$ cat src/rtl/alu_seq_pkg.sv
// ----------------------------------------------------------------------------
// alu_seq_pkg
// Shared definitions for the ALU sequencer:
//   - datapath and register-file geometry
//   - ALU opcode constants
//   - instruction-word field positions
//   - sequencer state encoding
// No ports; import with alu_seq_pkg::*.
// ----------------------------------------------------------------------------
package alu_seq_pkg;

   localparam int DATA_W = 16;
   localparam int NREGS  = 8;
   localparam int IDX_W  = 3;

   // ALU opcodes. NOT, NEG, INC and DEC are unary and ignore operand b.
   localparam logic [3:0] OP_ADD = 4'b0000;
   localparam logic [3:0] OP_SUB = 4'b0001;
   localparam logic [3:0] OP_DIV = 4'b0010;
   localparam logic [3:0] OP_NOT = 4'b0011;
   localparam logic [3:0] OP_NEG = 4'b0100;
   localparam logic [3:0] OP_AND = 4'b0101;
   localparam logic [3:0] OP_OR  = 4'b0110;
   localparam logic [3:0] OP_XOR = 4'b0111;
   localparam logic [3:0] OP_SHL = 4'b1000;
   localparam logic [3:0] OP_SHR = 4'b1001;
   localparam logic [3:0] OP_INC = 4'b1010;
   localparam logic [3:0] OP_DEC = 4'b1011;
   localparam logic [3:0] OP_MUL = 4'b1100;
   localparam logic [3:0] OP_REM = 4'b1101;
   localparam logic [3:0] OP_MAX = 4'b1110;
   localparam logic [3:0] OP_CMP = 4'b1111;

   // Instruction word: [15:12] opcode, [11:9] rd, [8:6] ra, [5:3] rb, [2:0] reserved.
   localparam int INSTR_OP_MSB = 15;
   localparam int INSTR_OP_LSB = 12;
   localparam int INSTR_RD_MSB = 11;
   localparam int INSTR_RD_LSB = 9;
   localparam int INSTR_RA_MSB = 8;
   localparam int INSTR_RA_LSB = 6;
   localparam int INSTR_RB_MSB = 5;
   localparam int INSTR_RB_LSB = 3;

   typedef enum logic [1:0] {
      ST_IDLE  = 2'd0,
      ST_ISSUE = 2'd1,
      ST_WB    = 2'd2
   } state_e;

endpackage

$ cat src/rtl/alu_seq_regfile.sv
// ----------------------------------------------------------------------------
// alu_seq_regfile
// 8 x 16 register file for the ALU sequencer.
//   clk, rst              clock, asynchronous active-high clear of all entries
//   ra_addr  -> ra_data   combinational operand-a read
//   rb_addr  -> rb_data   combinational operand-b read
//   host_raddr -> host_rdata  combinational host read
//   host_we/host_waddr/host_wdata  host write (caller qualifies with IDLE)
//   seq_we/seq_waddr/seq_wdata     sequencer writeback (WB only)
// Host and sequencer writes are never active together; the sequencer write
// is given priority in the mux only so the choice is explicit.
// ----------------------------------------------------------------------------
module alu_seq_regfile
   import alu_seq_pkg::*;
(
   input  logic              clk,
   input  logic              rst,
   input  logic [IDX_W-1:0]  ra_addr,
   input  logic [IDX_W-1:0]  rb_addr,
   input  logic [IDX_W-1:0]  host_raddr,
   output logic [DATA_W-1:0] ra_data,
   output logic [DATA_W-1:0] rb_data,
   output logic [DATA_W-1:0] host_rdata,
   input  logic              host_we,
   input  logic [IDX_W-1:0]  host_waddr,
   input  logic [DATA_W-1:0] host_wdata,
   input  logic              seq_we,
   input  logic [IDX_W-1:0]  seq_waddr,
   input  logic [DATA_W-1:0] seq_wdata
);

   logic [DATA_W-1:0] mem_q [NREGS];
   logic [DATA_W-1:0] mem_d [NREGS];

   assign ra_data    = mem_q[ra_addr];
   assign rb_data    = mem_q[rb_addr];
   assign host_rdata = mem_q[host_raddr];

   always_comb begin
      // NOTE: every always_comb output gets a default first, so no path leaves it unassigned and no latch is inferred.
      for (int i = 0; i < NREGS; i++) mem_d[i] = mem_q[i];
      if (seq_we)
         mem_d[seq_waddr] = seq_wdata;
      else if (host_we)
         mem_d[host_waddr] = host_wdata;
   end

   // NOTE: this storage is cleared by reset because software relies on all-zero registers; that forces flops instead of a RAM macro.
   always_ff @(posedge clk or posedge rst) begin
      if (rst) begin
         for (int i = 0; i < NREGS; i++) mem_q[i] <= '0;
      end else begin
         // NOTE: sequential state is assigned with <= so every flop samples pre-edge values, independent of statement order.
         for (int i = 0; i < NREGS; i++) mem_q[i] <= mem_d[i];
      end
   end

endmodule

$ cat src/rtl/alu_sequencer.sv
// ----------------------------------------------------------------------------
// alu_sequencer
// Issuing-side controller for an external combinational 16-bit ALU.
// Accepts an instruction (valid/ready), reads R[ra]/R[rb], drives registered
// ALU inputs, captures the result one cycle later and writes it back.
// IDLE -> ISSUE -> WB -> IDLE: 2-cycle latency, one instruction per 3 cycles.
//   clk, rst                       clock, asynchronous active-high reset
//   in_valid/in_ready/in_instr     instruction handshake
//   wr_en/wr_addr/wr_data          host register write (honoured in IDLE only)
//   rd_addr/rd_data                combinational host register read
//   alu_a/alu_b/alu_op             registered ALU inputs
//   alu_r/alu_c/alu_z              ALU result and compare flags
//   done                           one-cycle pulse in the WB cycle
//   flag_c/flag_z                  sequencer flag registers
//   err                            sticky divide-by-zero indicator
// Build option: define ALU_SEQ_DIVZ_TRAP_EN to trap DIV with alu_b==0
// (no writeback, no flag update, err set). Otherwise err is tied low.
// ----------------------------------------------------------------------------
module alu_sequencer
   import alu_seq_pkg::*;
(
   input  logic        clk,
   input  logic        rst,
   input  logic        in_valid,
   output logic        in_ready,
   input  logic [15:0] in_instr,
   input  logic        wr_en,
   input  logic [2:0]  wr_addr,
   input  logic [15:0] wr_data,
   input  logic [2:0]  rd_addr,
   output logic [15:0] rd_data,
   output logic [15:0] alu_a,
   output logic [15:0] alu_b,
   output logic [3:0]  alu_op,
   input  logic [15:0] alu_r,
   input  logic        alu_c,
   input  logic        alu_z,
   output logic        done,
   output logic        flag_c,
   output logic        flag_z,
   output logic        err
);

   state_e            state_q, state_d;
   logic [3:0]        alu_op_q, alu_op_d;
   logic [IDX_W-1:0]  rd_q, rd_d;
   logic [DATA_W-1:0] alu_a_q, alu_a_d;
   logic [DATA_W-1:0] alu_b_q, alu_b_d;
   logic [DATA_W-1:0] res_q, res_d;
   logic              res_c_q, res_c_d;
   logic              res_z_q, res_z_d;
   logic              flag_c_q, flag_c_d;
   logic              flag_z_q, flag_z_d;

   logic [DATA_W-1:0] ra_data, rb_data;
   logic              seq_we;
   logic              divz_trap;

   // Reserved instruction bits are deliberately ignored.
   logic              unused_instr_bits;
   assign unused_instr_bits = ^in_instr[2:0];

   assign in_ready = (state_q == ST_IDLE) && !wr_en;
   assign done     = (state_q == ST_WB);
   assign alu_a    = alu_a_q;
   assign alu_b    = alu_b_q;
   assign alu_op   = alu_op_q;
   assign flag_c   = flag_c_q;
   assign flag_z   = flag_z_q;

`ifdef ALU_SEQ_DIVZ_TRAP_EN
   logic err_q, err_d;
   assign err       = err_q;
   // alu_b_q still holds the divisor during WB.
   assign divz_trap = (alu_op_q == OP_DIV) && (alu_b_q == '0);
`else
   assign err       = 1'b0;
   assign divz_trap = 1'b0;
`endif

   alu_seq_regfile u_regfile (
      .clk        (clk),
      .rst        (rst),
      .ra_addr    (in_instr[INSTR_RA_MSB:INSTR_RA_LSB]),
      .rb_addr    (in_instr[INSTR_RB_MSB:INSTR_RB_LSB]),
      .host_raddr (rd_addr),
      .ra_data    (ra_data),
      .rb_data    (rb_data),
      .host_rdata (rd_data),
      .host_we    (wr_en && (state_q == ST_IDLE)),
      .host_waddr (wr_addr),
      .host_wdata (wr_data),
      .seq_we     (seq_we),
      .seq_waddr  (rd_q),
      .seq_wdata  (res_q)
   );

   always_comb begin
      state_d  = state_q;
      alu_op_d = alu_op_q;
      rd_d     = rd_q;
      alu_a_d  = alu_a_q;
      alu_b_d  = alu_b_q;
      res_d    = res_q;
      res_c_d  = res_c_q;
      res_z_d  = res_z_q;
      flag_c_d = flag_c_q;
      flag_z_d = flag_z_q;
      seq_we   = 1'b0;
`ifdef ALU_SEQ_DIVZ_TRAP_EN
      err_d    = err_q;
`endif
      case (state_q)
         ST_IDLE: begin
            if (in_valid && in_ready) begin
               alu_op_d = in_instr[INSTR_OP_MSB:INSTR_OP_LSB];
               rd_d     = in_instr[INSTR_RD_MSB:INSTR_RD_LSB];
               alu_a_d  = ra_data;
               alu_b_d  = rb_data;
               state_d  = ST_ISSUE;
            end
         end
         ST_ISSUE: begin
            res_d   = alu_r;
            res_c_d = alu_c;
            res_z_d = alu_z;
            state_d = ST_WB;
         end
         ST_WB: begin
            state_d = ST_IDLE;
            if (divz_trap) begin
`ifdef ALU_SEQ_DIVZ_TRAP_EN
               err_d = 1'b1;
`endif
            end else if (alu_op_q == OP_CMP) begin
               flag_c_d = res_c_q;
               flag_z_d = res_z_q;
            end else begin
               seq_we   = 1'b1;
               flag_z_d = (res_q == '0);
            end
         end
         default: state_d = ST_IDLE;
      endcase
   end

   always_ff @(posedge clk or posedge rst) begin
      if (rst) begin
         state_q  <= ST_IDLE;
         alu_op_q <= OP_ADD;
         rd_q     <= '0;
         alu_a_q  <= '0;
         alu_b_q  <= '0;
         res_q    <= '0;
         res_c_q  <= 1'b0;
         res_z_q  <= 1'b0;
         flag_c_q <= 1'b0;
         flag_z_q <= 1'b0;
`ifdef ALU_SEQ_DIVZ_TRAP_EN
         err_q    <= 1'b0;
`endif
      end else begin
         state_q  <= state_d;
         alu_op_q <= alu_op_d;
         rd_q     <= rd_d;
         alu_a_q  <= alu_a_d;
         alu_b_q  <= alu_b_d;
         res_q    <= res_d;
         res_c_q  <= res_c_d;
         res_z_q  <= res_z_d;
         flag_c_q <= flag_c_d;
         flag_z_q <= flag_z_d;
`ifdef ALU_SEQ_DIVZ_TRAP_EN
         err_q    <= err_d;
`endif
      end
   end

endmodule

$ cat config.mk
export PLATFORM = sky130hd
export DESIGN_NAME = alu_sequencer
export DESIGN_NICKNAME = d
export VERILOG_FILES = /design/src/rtl/alu_seq_pkg.sv /design/src/rtl/alu_seq_regfile.sv /design/src/rtl/alu_sequencer.sv
export SDC_FILE = /design/constraint.sdc
export NUM_CORES = 1
export LEC_CHECK = 0
export ABC_AREA = 1
export CORE_AREA = 8 8 172 174
export CTS_CLUSTER_SIZE = 20
export DETAILED_ROUTE_END_ITERATION = 8
export DIE_AREA = 0 0 180 182
export PLACE_DENSITY = 0.81
export SYNTH_ARGS = -nofsm -noshare
export SYNTH_HDL_FRONTEND = slang
export SYNTH_SLANG_ARGS = --single-unit
$ cat constraint.sdc
create_clock -name clk -period 14.35 [get_ports clk]
set_input_delay 2.1525 -clock clk [delete_from_list [all_inputs] [get_ports clk]]
set_output_delay 2.1525 -clock clk [all_outputs]
set_load 0.05 [all_outputs]
==> results.json <==
{
  "synthesis.area_um2": 14190,
  "layout-drive-gt1-share": 0.04508,
  "critical_path.n_buffers_inverters": 4,
  "min_path_cells": 2,
  "worst_ep_arrival_time_ps": 5070,
  "period_share": 0.5032,
  "nets": 2487,
  "hold_path_class": "flop to flop",
  "dr.pass1.iters": 7,
  "dieWidth_um": 180,
  "portBuffers": 112,
  "synth-simple-area-share": 0.5081,
  "worstSetupStartpointType": "input pin",
  "synth.area.mux_share": 0.0007937,
  "root_buffer": "clkbuf_16",
  "gp_congestion": 0.9398,
  "whs_endpoint": "alu_a[11]$_DFFE_PP0P_",
  "fmax_ghz": 0.1385,
  "critPathKind": "input pin to output pin",
  "ys_ff_latch": 189,
  "status": "completed",
  "ir_worst_vdd_mv": 0.06125,
  "clk_latency_ps": 460,
  "wl_per_cell_um": 20.00,
  "crit_top_cell": "nand2_1",
  "synth_enable_flop_cells": 0,
  "synth_adder_area_share": 0,
  "finalWorstSetupSlack_ps": 7130,
  "initial_core_util": 0.5323,
  "syn_nets": 2491,
  "ff2ff_setup_slack_ps": 10750,
  "hold_violations": 0,
  "fin_crit_ps": 7220,
  "worst_r2r_path_depth": 9,
  "r2r-start": "alu_op[3]$_DFFE_PP0P_",
  "path_max_fanout": 65,
  "cts_tree": "done",
  "clockBufferDepth": 2,
  "io-pin-count": 117,
  "slowest_stage": "clkdlybuf4s50_1",
  "clk_pin_slew_ps": 70,
  "synth_commonest_cells": "1,078 x nand2_1, 356 x nand3_1, 260 x nor2_1",
  "cp-end-kind": "output pin",
  "ys.flop_type": "dfrtp_1",
  "area_delta_synth_final_pct": 10.84,
  "timing.rr.end": "u_regfile.mem_q[56]$_DFFE_PP0P_",
  "via_per_inst": 5.835,
  "drc": 0,
  "p_leak_nw": 8.676,
  "pre_cts_ws_ps": 7266,
  "drtIter0Drc": 2448,
  "clock_skew_ps": 18.81,
  "path_cells": "buf_2 -> buf_4 -> inv_2 -> a21oi_1 -> o21ai_0 -> nand2_1 -> nand2_1 -> nand2_1 -> clkdlybuf4s50_1",
  "die_y_um": 182,
  "grt_util_all_layers": 0.3352,
  "min-delay-start": "alu_a[11]$_DFFE_PP0P_",
  "antenna_cells": 0,
  "grt_pass1_vias": 14620,
  "synth_cell_types": 26,
  "numCtsBuffers": 17,
  "synthXorXnorAreaFrac": 0,
  "rsz0062_at_grt": "false",
  "cts_resized": 0,
  "synth_top_area_frac": 0.3334,
  "grt_pass1_wl_um": 86090,
  "synth-compound-area-share": 0.05336,
  "core_um2": 26650,
  "wl_um": 55610,
  "syn_inst": 2431,
  "yosysMostFrequentCell": "nand2_1",
  "hpwl_um": 37350,
  "crit_family": "buffers and inverters",
  "ctsHoldBuffers": 0,
  "setup_viol": 0,
  "vias": 16230,
  "power_density_nw_per_um2": 128.2,
  "synth_seq_area_share": 0.3334,
  "max_slew_margin": 0.2791,
  "ant_nets": 0,
  "synth_top_area_cell": "dfrtp_1",
  "antenna_found_initial": 0,
  "cts.sinks": 189,
  "worst_pin_slew_ps": 1080,
  "ys.warnings.count": 0,
  "cp_data_required_time_ps": 12200,
  "dieArea_um2": 32760,
  "synth.area.top_cells": "dfrtp_1 33%, nand2_1 29%, nand3_1 13%",
  "grt-ovfl-total": 0,
  "rows": 60,
  "htree_levels": 4,
  "cpPeakStageDelay_ps": 830,
  "synth-async-reset-ratio": 1.000,
  "cts_setup_buffers": 0,
  "synth_top_family_by_area": "simple AND/OR/NAND/NOR gates",
  "synth.avg_cell_area_um2": 5.836,
  "drv_cap": 0,
  "grt_max_degree": 75,
  "finalSetupTns_ps": 0,
  "maxSlewViolCount": 0
}
kinds of logic (layout without fill, tap and decap cells):
logic type,count (synthesis),count (layout)
AND/OR/NAND/NOR,1741,1741
buffers and inverters,348,357
flip-flops,189,189
AO/OA/AOI/OAI,151,151
other,1,1
multiplexers,1,1
cells in the final DEF (no fill, tap or decap), types with 2 or more instances in the layout:
cell type,netlist,layout
nand4_1,4,4
nand3b_4,2,2
inv_8,0,4
nand2_4,2,2
inv_6,0,4
nand2_2,19,19
nand2_1,1078,1078
clkinv_8,0,3
nor2_2,2,2
nor2_4,2,3
o21ai_1,3,3
nor2_1,260,259
nand3_2,14,14
clkdlybuf4s50_1,0,107
clkinv_4,0,2
clkbuf_16,0,17
clkinv_1,16,16
dfrtp_1,189,189
buf_4,25,18
nand3_1,356,356
inv_1,170,169
o21ai_0,82,81
nand3b_2,2,2
a21oi_1,65,65
inv_2,9,9
buf_2,38,5
power breakdown:
group | internal, mW | total, mW | switching [mW]
Clock | 0.251 | 0.502 | 0.251
Combinational | 0.220 | 0.760 | 0.540
Sequential | 0.646 | 0.754 | 0.108
Total | 1.12 | 2.02 | 0.899
worst max-delay path by stage:
stage               start                    to  slack, ps  depth (start not counted)
3_3_place_gp   rd_addr[0]            rd_data[7]       7290                          9
2_1_floorplan         rst  alu_a[0]$_DFFE_PP0P_       7060                          1
4_1_cts        rd_addr[0]            rd_data[6]       7270                          9
3_5_place_dp   rd_addr[0]            rd_data[7]       7270                          9
5_1_grt        rd_addr[0]           rd_data[13]       6970                          9
6_report       rd_addr[0]            rd_data[7]       7130                          9
stage by stage:
step	total power [mW]	hold WS [ps]	util	area, um^2	cells
floorplan	1.226	475.5	-	14190	2431
global placement	1.478	461.9	0.5675	15120	2749
detailed placement	1.496	465.8	0.5675	15120	2749
CTS	1.994	485.2	0.5900	15730	2781
global route	2.111	501.9	0.5900	15730	2781
finish	2.016	483.0	0.5900	15730	2781
tightest hold or removal path, cell delays in order, from the launching register on:
cell     delay, ps
dfrtp_1        340
nand2_1         60
nand2_1         50
routing by layer:
metal	track usage	vias to the layer above	share of wire
met5	0	-	0
met4	0.2044	0	0.065
met3	0.08263	173	0.13
met2	0.4689	1149	0.40
met1	0.4587	7378	0.41
li1	-	7526	-
cell type report:
type / instances / area (um^2)
Fill cell: 2597 / 10930
Multi-Input combinational cell: 1894 / 7999
Sequential cell: 189 / 4730
Timing Repair Buffer: 130 / 1231
Inverter: 195 / 737.0
Clock buffer: 18 / 429.2
Tap cell: 341 / 426.7
Clock inverter: 14 / 172.7
flip-flops by register name (all words and copies together) (netlist names):
signal / flops
alu_a: 16
alu_b: 16
alu_op: 4
flag_c: 1
flag_z: 1
rd_q: 3
res_c_q: 1
res_q: 16
res_z_q: 1
state_q: 2
u_regfile.mem_q: 128
Note: power is estimated with default switching activity, not from simulation.
